`config.mk`:
```
export PLATFORM = sky130hd
export DESIGN_NAME = midi_msg_parser_flat
export DESIGN_NICKNAME = d
export VERILOG_FILES = /design/src/rtl/midi_pkg.sv /design/src/rtl/midi_msg_parser_if.sv /design/src/rtl/midi_len_lut.sv /design/src/rtl/midi_msg_parser.sv /design/src/flat_wrapper.sv
export SDC_FILE = /design/constraint.sdc
export NUM_CORES = 1
export LEC_CHECK = 0
export BUFFER_PORTS_ARGS = -buffer_cell sky130_fd_sc_hd__buf_2
export CORE_MARGIN = 4
export CORE_UTILIZATION = 49
export DETAILED_ROUTE_END_ITERATION = 6
export PLACE_DENSITY = 0.74
export SYNTH_ARGS = -nofsm -noshare
export SYNTH_HDL_FRONTEND = slang
export SYNTH_SLANG_ARGS = --single-unit
```
`constraint.sdc`:
```
create_clock -name clk50MHz -period 1.9 [get_ports clk50MHz]
set_input_delay 0.475 -clock clk50MHz [delete_from_list [all_inputs] [get_ports clk50MHz]]
set_output_delay 0.475 -clock clk50MHz [all_outputs]
set_load 0.02 [all_outputs]
```
`src/rtl/midi_pkg.sv`:
```
// Shared MIDI constants, parser state encoding and length-lookup record.
package midi_pkg;

    localparam logic [7:0] NOTE_OFF = 8'h80;
    localparam logic [7:0] NOTE_ON  = 8'h90;
    localparam logic [7:0] CC       = 8'hB0;
    localparam logic [7:0] PROG     = 8'hC0;
    localparam logic [7:0] SYSEX    = 8'hF0;
    localparam logic [7:0] TUNE_REQ = 8'hF6;
    localparam logic [7:0] EOX      = 8'hF7;
    localparam logic [7:0] RT_BASE  = 8'hF8;

    typedef enum logic [1:0] {
        ST_IDLE,
        ST_WAIT_D1,
        ST_WAIT_D2,
        ST_SYSEX
    } state_e;

    typedef struct packed {
        logic [1:0] needed_len;
        logic       clears_running;
        logic       undefined;
    } len_info_t;

endpackage

```
`src/rtl/midi_msg_parser_if.sv`:
```
// Byte-in / message-out bundle between the UART receiver, parser and consumer.
interface midi_msg_parser_if;

    logic [7:0] rx_byte;
    logic       rx_strobe;
    logic       msg_valid;
    logic       msg_ack;
    logic [7:0] msg_status;
    logic [6:0] msg_data1;
    logic [6:0] msg_data2;
    logic [1:0] msg_len;
    logic       rt_valid;
    logic [7:0] rt_byte;
    logic       overrun;
    logic       stray;
    logic       err_clear;

    modport master (
        output rx_byte, rx_strobe, msg_ack, err_clear,
        input  msg_valid, msg_status, msg_data1, msg_data2, msg_len,
               rt_valid, rt_byte, overrun, stray
    );

    modport slave (
        input  rx_byte, rx_strobe, msg_ack, err_clear,
        output msg_valid, msg_status, msg_data1, msg_data2, msg_len,
               rt_valid, rt_byte, overrun, stray
    );

endinterface

```
`src/rtl/midi_len_lut.sv`:
```
// Status byte classification: data bytes needed, running-status clear, undefined code.
module midi_len_lut
    import midi_pkg::*;
(
    input  logic [7:0] status_i,
    output len_info_t  info_o
);

    always_comb begin
        info_o = '0;
        case (status_i[7:4])
            NOTE_OFF[7:4], NOTE_ON[7:4], 4'hA, CC[7:4], 4'hE: info_o.needed_len = 2'd2;
            PROG[7:4], 4'hD:                                  info_o.needed_len = 2'd1;
            SYSEX[7:4]: begin
                info_o.clears_running = (status_i < RT_BASE);
                case (status_i[3:0])
                    4'h1, 4'h3:             info_o.needed_len = 2'd1;
                    4'h2:                   info_o.needed_len = 2'd2;
                    4'h4, 4'h5, 4'h9, 4'hD: info_o.undefined  = 1'b1;
                    default: ;
                endcase
            end
            default: ;
        endcase
    end

endmodule

```
`src/rtl/midi_msg_parser.sv`:
```
// MIDI byte-stream parser: running status, SysEx skipping, real-time bypass,
// and a valid/ack message register with sticky overrun.
module midi_msg_parser
    import midi_pkg::*;
#(
    parameter bit PASS_SYSEX_END = 1'b0
)(
    input logic             clk50MHz,
    input logic             reset_n,
    midi_msg_parser_if.slave bus
);

    logic [7:0] rx_b;
    len_info_t  info;

    state_e     state_q, state_d;
    logic       rs_valid_q, rs_valid_d;
    logic [7:0] cur_status_q, cur_status_d;
    logic [1:0] cur_len_q, cur_len_d;
    logic [6:0] d1_q, d1_d;

    logic       emit_d, stray_d, rt_d;
    logic [7:0] emit_status_d;
    logic [6:0] emit_d1_d, emit_d2_d;
    logic [1:0] emit_len_d;

    logic       msg_valid_q, rt_valid_q, overrun_q, stray_q;
    logic [7:0] msg_status_q, rt_byte_q;
    logic [6:0] msg_data1_q, msg_data2_q;
    logic [1:0] msg_len_q;

    assign rx_b = bus.rx_byte;

    midi_len_lut u_len_lut (
        .status_i (rx_b),
        .info_o   (info)
    );

    // cur_status_q always equals the running status while rs_valid_q is set,
    // so running-status messages reuse the current-message registers.
    always_comb begin
        state_d       = state_q;
        rs_valid_d    = rs_valid_q;
        cur_status_d  = cur_status_q;
        cur_len_d     = cur_len_q;
        d1_d          = d1_q;
        emit_d        = 1'b0;
        emit_status_d = cur_status_q;
        emit_d1_d     = d1_q;
        emit_d2_d     = '0;
        emit_len_d    = cur_len_q;
        stray_d       = 1'b0;
        rt_d          = 1'b0;
        if (bus.rx_strobe) begin
            if (rx_b >= RT_BASE) begin
                rt_d = 1'b1;
            end else if (rx_b[7]) begin
                rs_valid_d = ~info.clears_running;
                if (info.undefined || (rx_b == EOX && state_q != ST_SYSEX)) begin
                    stray_d = 1'b1;
                    state_d = ST_IDLE;
                end else if (rx_b == EOX) begin
                    emit_d        = PASS_SYSEX_END;
                    emit_status_d = EOX;
                    emit_d1_d     = '0;
                    emit_len_d    = 2'd0;
                    state_d       = ST_IDLE;
                end else if (rx_b == SYSEX) begin
                    state_d = ST_SYSEX;
                end else if (rx_b == TUNE_REQ) begin
                    emit_d        = 1'b1;
                    emit_status_d = TUNE_REQ;
                    emit_d1_d     = '0;
                    emit_len_d    = 2'd0;
                    state_d       = ST_IDLE;
                end else begin
                    cur_status_d = rx_b;
                    cur_len_d    = info.needed_len;
                    state_d      = ST_WAIT_D1;
                end
            end else if (state_q == ST_WAIT_D2) begin
                emit_d     = 1'b1;
                emit_d2_d  = rx_b[6:0];
                emit_len_d = 2'd2;
                state_d    = ST_IDLE;
            end else if (state_q == ST_WAIT_D1 || (state_q == ST_IDLE && rs_valid_q)) begin
                if (cur_len_q == 2'd1) begin
                    emit_d     = 1'b1;
                    emit_d1_d  = rx_b[6:0];
                    emit_len_d = 2'd1;
                    state_d    = ST_IDLE;
                end else begin
                    d1_d    = rx_b[6:0];
                    state_d = ST_WAIT_D2;
                end
            end else if (state_q == ST_IDLE) begin
                stray_d = 1'b1;
            end
        end
    end

    always_ff @(posedge clk50MHz or negedge reset_n) begin
        if (!reset_n) begin
            state_q      <= ST_IDLE;
            rs_valid_q   <= 1'b0;
            cur_status_q <= '0;
            cur_len_q    <= '0;
            d1_q         <= '0;
            msg_valid_q  <= 1'b0;
            msg_status_q <= '0;
            msg_data1_q  <= '0;
            msg_data2_q  <= '0;
            msg_len_q    <= '0;
            rt_valid_q   <= 1'b0;
            rt_byte_q    <= '0;
            overrun_q    <= 1'b0;
            stray_q      <= 1'b0;
        end else begin
            state_q      <= state_d;
            rs_valid_q   <= rs_valid_d;
            cur_status_q <= cur_status_d;
            cur_len_q    <= cur_len_d;
            d1_q         <= d1_d;
            rt_valid_q   <= rt_d;
            stray_q      <= stray_d;
            if (rt_d) rt_byte_q <= rx_b;

            if (emit_d && (!msg_valid_q || bus.msg_ack)) begin
                msg_valid_q  <= 1'b1;
                msg_status_q <= emit_status_d;
                msg_data1_q  <= emit_d1_d;
                msg_data2_q  <= emit_d2_d;
                msg_len_q    <= emit_len_d;
            end else if (bus.msg_ack) begin
                msg_valid_q <= 1'b0;
            end

            // A dropped message outranks a simultaneous clear.
            if (emit_d && msg_valid_q && !bus.msg_ack) overrun_q <= 1'b1;
            else if (bus.err_clear)                    overrun_q <= 1'b0;
        end
    end

    assign bus.msg_valid  = msg_valid_q;
    assign bus.msg_status = msg_status_q;
    assign bus.msg_data1  = msg_data1_q;
    assign bus.msg_data2  = msg_data2_q;
    assign bus.msg_len    = msg_len_q;
    assign bus.rt_valid   = rt_valid_q;
    assign bus.rt_byte    = rt_byte_q;
    assign bus.overrun    = overrun_q;
    assign bus.stray      = stray_q;

endmodule

```
`src/flat_wrapper.sv`:
```
// flat-port wrapper written by rule: the top's interface ports become plain ports
module midi_msg_parser_flat import midi_pkg::*;
#(
    parameter bit PASS_SYSEX_END = 1'b0
)
  (clk50MHz, reset_n, bus_rx_byte, bus_rx_strobe, bus_msg_ack, bus_err_clear, bus_msg_valid, bus_msg_status, bus_msg_data1, bus_msg_data2, bus_msg_len, bus_rt_valid, bus_rt_byte, bus_overrun, bus_stray);
  midi_msg_parser_if bus_i ();
  input logic clk50MHz;
  input logic reset_n;
  input wire logic [$bits(bus_i.rx_byte)-1:0] bus_rx_byte;
  input wire logic [$bits(bus_i.rx_strobe)-1:0] bus_rx_strobe;
  input wire logic [$bits(bus_i.msg_ack)-1:0] bus_msg_ack;
  input wire logic [$bits(bus_i.err_clear)-1:0] bus_err_clear;
  output wire logic [$bits(bus_i.msg_valid)-1:0] bus_msg_valid;
  output wire logic [$bits(bus_i.msg_status)-1:0] bus_msg_status;
  output wire logic [$bits(bus_i.msg_data1)-1:0] bus_msg_data1;
  output wire logic [$bits(bus_i.msg_data2)-1:0] bus_msg_data2;
  output wire logic [$bits(bus_i.msg_len)-1:0] bus_msg_len;
  output wire logic [$bits(bus_i.rt_valid)-1:0] bus_rt_valid;
  output wire logic [$bits(bus_i.rt_byte)-1:0] bus_rt_byte;
  output wire logic [$bits(bus_i.overrun)-1:0] bus_overrun;
  output wire logic [$bits(bus_i.stray)-1:0] bus_stray;
  assign bus_i.rx_byte = bus_rx_byte;
  assign bus_i.rx_strobe = bus_rx_strobe;
  assign bus_i.msg_ack = bus_msg_ack;
  assign bus_i.err_clear = bus_err_clear;
  assign bus_msg_valid = bus_i.msg_valid;
  assign bus_msg_status = bus_i.msg_status;
  assign bus_msg_data1 = bus_i.msg_data1;
  assign bus_msg_data2 = bus_i.msg_data2;
  assign bus_msg_len = bus_i.msg_len;
  assign bus_rt_valid = bus_i.rt_valid;
  assign bus_rt_byte = bus_i.rt_byte;
  assign bus_overrun = bus_i.overrun;
  assign bus_stray = bus_i.stray;
  midi_msg_parser #(.PASS_SYSEX_END(PASS_SYSEX_END)) u_core (.clk50MHz(clk50MHz), .reset_n(reset_n), .bus(bus_i));
endmodule
```
==> impl_metrics.csv <==
group,metric,value,unit
logic_synthesis,synth_edf_count,0,
logic_synthesis,avgSynthCellArea,11.8,µm²
timing,postLayoutSetupSlackWorst,0.151,ns
global_route,grt_usage,18.0,%
critical_path,slowest_delay,0.46,ns
cells_and_area,fin_nets,306,
critical_path,cp_max_fo,7,
place,placed_cell_area,3070,µm²
critical_path,crit_family,"flip-flops",
logic_synthesis,synth_area,2590,µm²
cells_and_area,area_growth,23.3,%
logic_synthesis,yosysMostFrequentCell,"dfrtp_1",
place,gp_congestion,0.861,
outcome,run_status,"finished, final reports clean",
logic_synthesis,yosysSeqAreaShare,54.2,%
global_route,met3_usage,3.81,%
route,wirelength,5460,µm
floorplanning,coreArea,5110,µm²
route,ant_nets,0,
floorplanning,num_rows,26,
clock_tree,cts_made_buffers,5,
timing,rsz0062_at_grt,"no",
critical_path,critPathKind,"reg2reg",
power_and_ir_drop,ir_worst_vdd,0.702,mV
flow_run,max_cap_violations,0,
logic_synthesis,async_flop_share,100,%
route,wire_per_inst,15.0,µm
timing,clock.fmax,0.572,GHz
clock_tree,path_clk_slew,0.10,ns
cells_and_area,fin_area,3190,µm²
critical_path,crit_path_start,"u_core.state_q[1]",
global_route,met1_usage,24.4,%
floorplanning,io_pins,49,
critical_path,r2r-start,"u_core.state_q[1]",
critical_path,end_kind,"register",
logic_synthesis,synthTopCellsByCount,"dfrtp_1, mux2_2, nor2_1",
place,io_buffers,48,
timing,worst_pin_slew,0.413,ns
route,vias_per_cell,5.10,
power_and_ir_drop,leakagePower,0.00151,µW
critical_path,timing.critical_path.required,2.11,ns
hold_path,min_path_type,"in2async",
logic_synthesis,yosysTopAreaCell,"dfrtp_1",
critical_path,crit_cells,4,
critical_path,crit_end,"u_core.bus.msg_data1[3]",
critical_path,crit_buf_inv,0,
critical_path,slowest_stage,"dfrtp_1",
route,drt_pre_antenna_iters,4,
floorplanning,dieWidth,80.7,µm
logic_synthesis,synthTopCellsByArea,"dfrtp_1, mux2_2, mux2i_1",
global_route,busiest_layer,"met2",
timing,slew_viol_final,0,
global_route,grt_pass1_vias,1795,
route,vias,1855,
timing,fin_crit,1.75,ns
floorplanning,die_h,80.7,µm
logic_synthesis,yosysTopAreaCellShare,54.2,%
clock_tree,clock_latency,0.31,ns
critical_path,reg2reg_slack,0.15,ns
global_route,antenna_found_initial,0,
critical_path,r2r_cells,4,
timing,setup_viol,0,
logic_synthesis,synth_nets,233,
timing,clock-skew-final,0.00902,ns
logic_synthesis,ys_ff_latch,56,
place,place_hpwl,4010,µm
logic_synthesis,ys_types,44,
power_and_ir_drop,power_density,1080,nW/µm²
logic_synthesis,yosys_warnings,0,
clock_tree,postCtsHoldBufs,0,
power_and_ir_drop,power,3430,µW
clock_tree,clock-root-buffer,"clkbuf_8",
logic_synthesis,synth_ff_type,"dfrtp_1",
timing,hold_viol_final,0,
logic_synthesis,synthCells,220,
clock_tree,cts_tree,"built",
place,dp_slack,-0.0832,ns
global_route,grt_pass1_wl,8830,µm
critical_path,cp.arrival,1.96,ns
clock_tree,cts_sinks,56,
global_route,grt_util_met2,28.4,%
cells_and_area,drive_above_1_share,44.9,%
critical_path,cp-start-kind,"register",
global_route,grt_overflow_total,0,
global_route,grt_max_degree,31,
route,drtIter0Drc,109,
route,route.detailed.drc,0,
floorplanning,die_area,6510,µm²
cells_and_area,fillers,454,
critical_path,reg2reg_to,"u_core.bus.msg_data1[3]",
timing,slew-limit-headroom,72.2,%
timing,finalCritPeriodShare,92.0,%
clock_tree,clk_path_buf_depth,2,
floorplanning,start_util,50.7,%
critical_path,crit_chain,"and2_1, o32a_4, nor2_4, mux2_4",
cells_and_area,diodes,0,
clock_tree,cts_htree_levels,2,
## metrics by stage
| stage | hold slack, ns | util, % | TNS, ns | instances |
|---|---|---|---|---|
| after floorplan | 0.179 | - | -0.285 | 220 |
| after global placement | 0.426 | 60.1 | -0.253 | 355 |
| after detailed placement | 0.427 | 60.1 | -0.771 | 355 |
| after CTS | 0.0708 | 61.9 | 0 | 363 |
| after global routing | 0.0868 | 62.4 | 0 | 364 |
| final | 0.0721 | 62.4 | 0 | 364 |
## flip-flops by register name, indices dropped and copies added (netlist names)
signal / flops
u_core.bus.msg_len: 2
u_core.state_q: 2
u_core.bus.rt_byte: 8
u_core.bus.msg_data2: 7
u_core.bus.overrun: 1
u_core.bus.msg_data1: 7
u_core.bus.msg_status: 8
u_core.bus.msg_valid: 1
u_core.cur_len_q: 2
u_core.bus.rt_valid: 1
u_core.cur_status_q: 8
u_core.bus.stray: 1
u_core.rs_valid_q: 1
u_core.d1_q: 7
## cell usage in the layout, fill, tap and decap left out, drive strengths merged, types with 2 or more instances in the layout
cell type,n
dfrtp,56
o31ai,7
mux2i,13
a21oi,4
nand2b,2
nor2,20
inv,11
and4,2
nand3,3
clkbuf,5
o21ai,17
o32a,2
nand2,15
clkinv,2
buf,80
or2,7
mux2,27
a21boi,2
nor2b,3
## what timing repair did
action                                  in CTS  in global routing
buffers inserted                             0                  0
endpoints found under the setup margin       0                 26
gates resized for setup                      0                  4
## routing by layer
metal  part of all wire, %  wire length [µm]
met4                   1.7                91
met5                     0                 0
met3                   4.5               244
met1                    46              2520
met2                    48              2610
## cell type report
cell class	count	area, µm²	share of cell area, %
clock buffer	5	68.8	2.16
clock inverter	3	22.5	0.706
inverter	10	37.5	1.18
multi-input combinational	140	1080	33.8
sequential	56	1400	43.9
tap	70	87.6	2.75
timing repair buffer	80	493	15.5
## cells by family after synthesis
logic type	after synthesis	synth area share [%]
multiplexers	40	17.4
AO/OA/AOI/OAI	38	9.19
AND/OR/NAND/NOR	61	13.7
buffers and inverters	25	5.61
flip-flops	56	54.2
## power breakdown
| part | internal [µW] | switching, µW | leakage, µW |
|---|---|---|---|
| Sequential | 1490 | 159 | 0.000679 |
| Combinational | 499 | 625 | 0.000785 |
| Clock | 265 | 392 | 0.0000485 |
## how the worst min path moves through the flow
stage / startpoint / endpoint / slack [ns] / cells past startpoint
after global placement: reset_n / u_core.bus.rt_byte[3] / 0.43 / 1
after CTS: reset_n / u_core.bus.rt_byte[7] / 0.07 / 1
after detailed placement: reset_n / u_core.bus.rt_byte[3] / 0.43 / 1
after floorplan: reset_n / u_core.bus.msg_data1[0] / 0.18 / 0
final: reset_n / u_core.bus.rt_byte[3] / 0.07 / 1
after global routing: reset_n / u_core.bus.rt_byte[7] / 0.09 / 1
No activity file was read; power rests on OpenSTA's default activity.
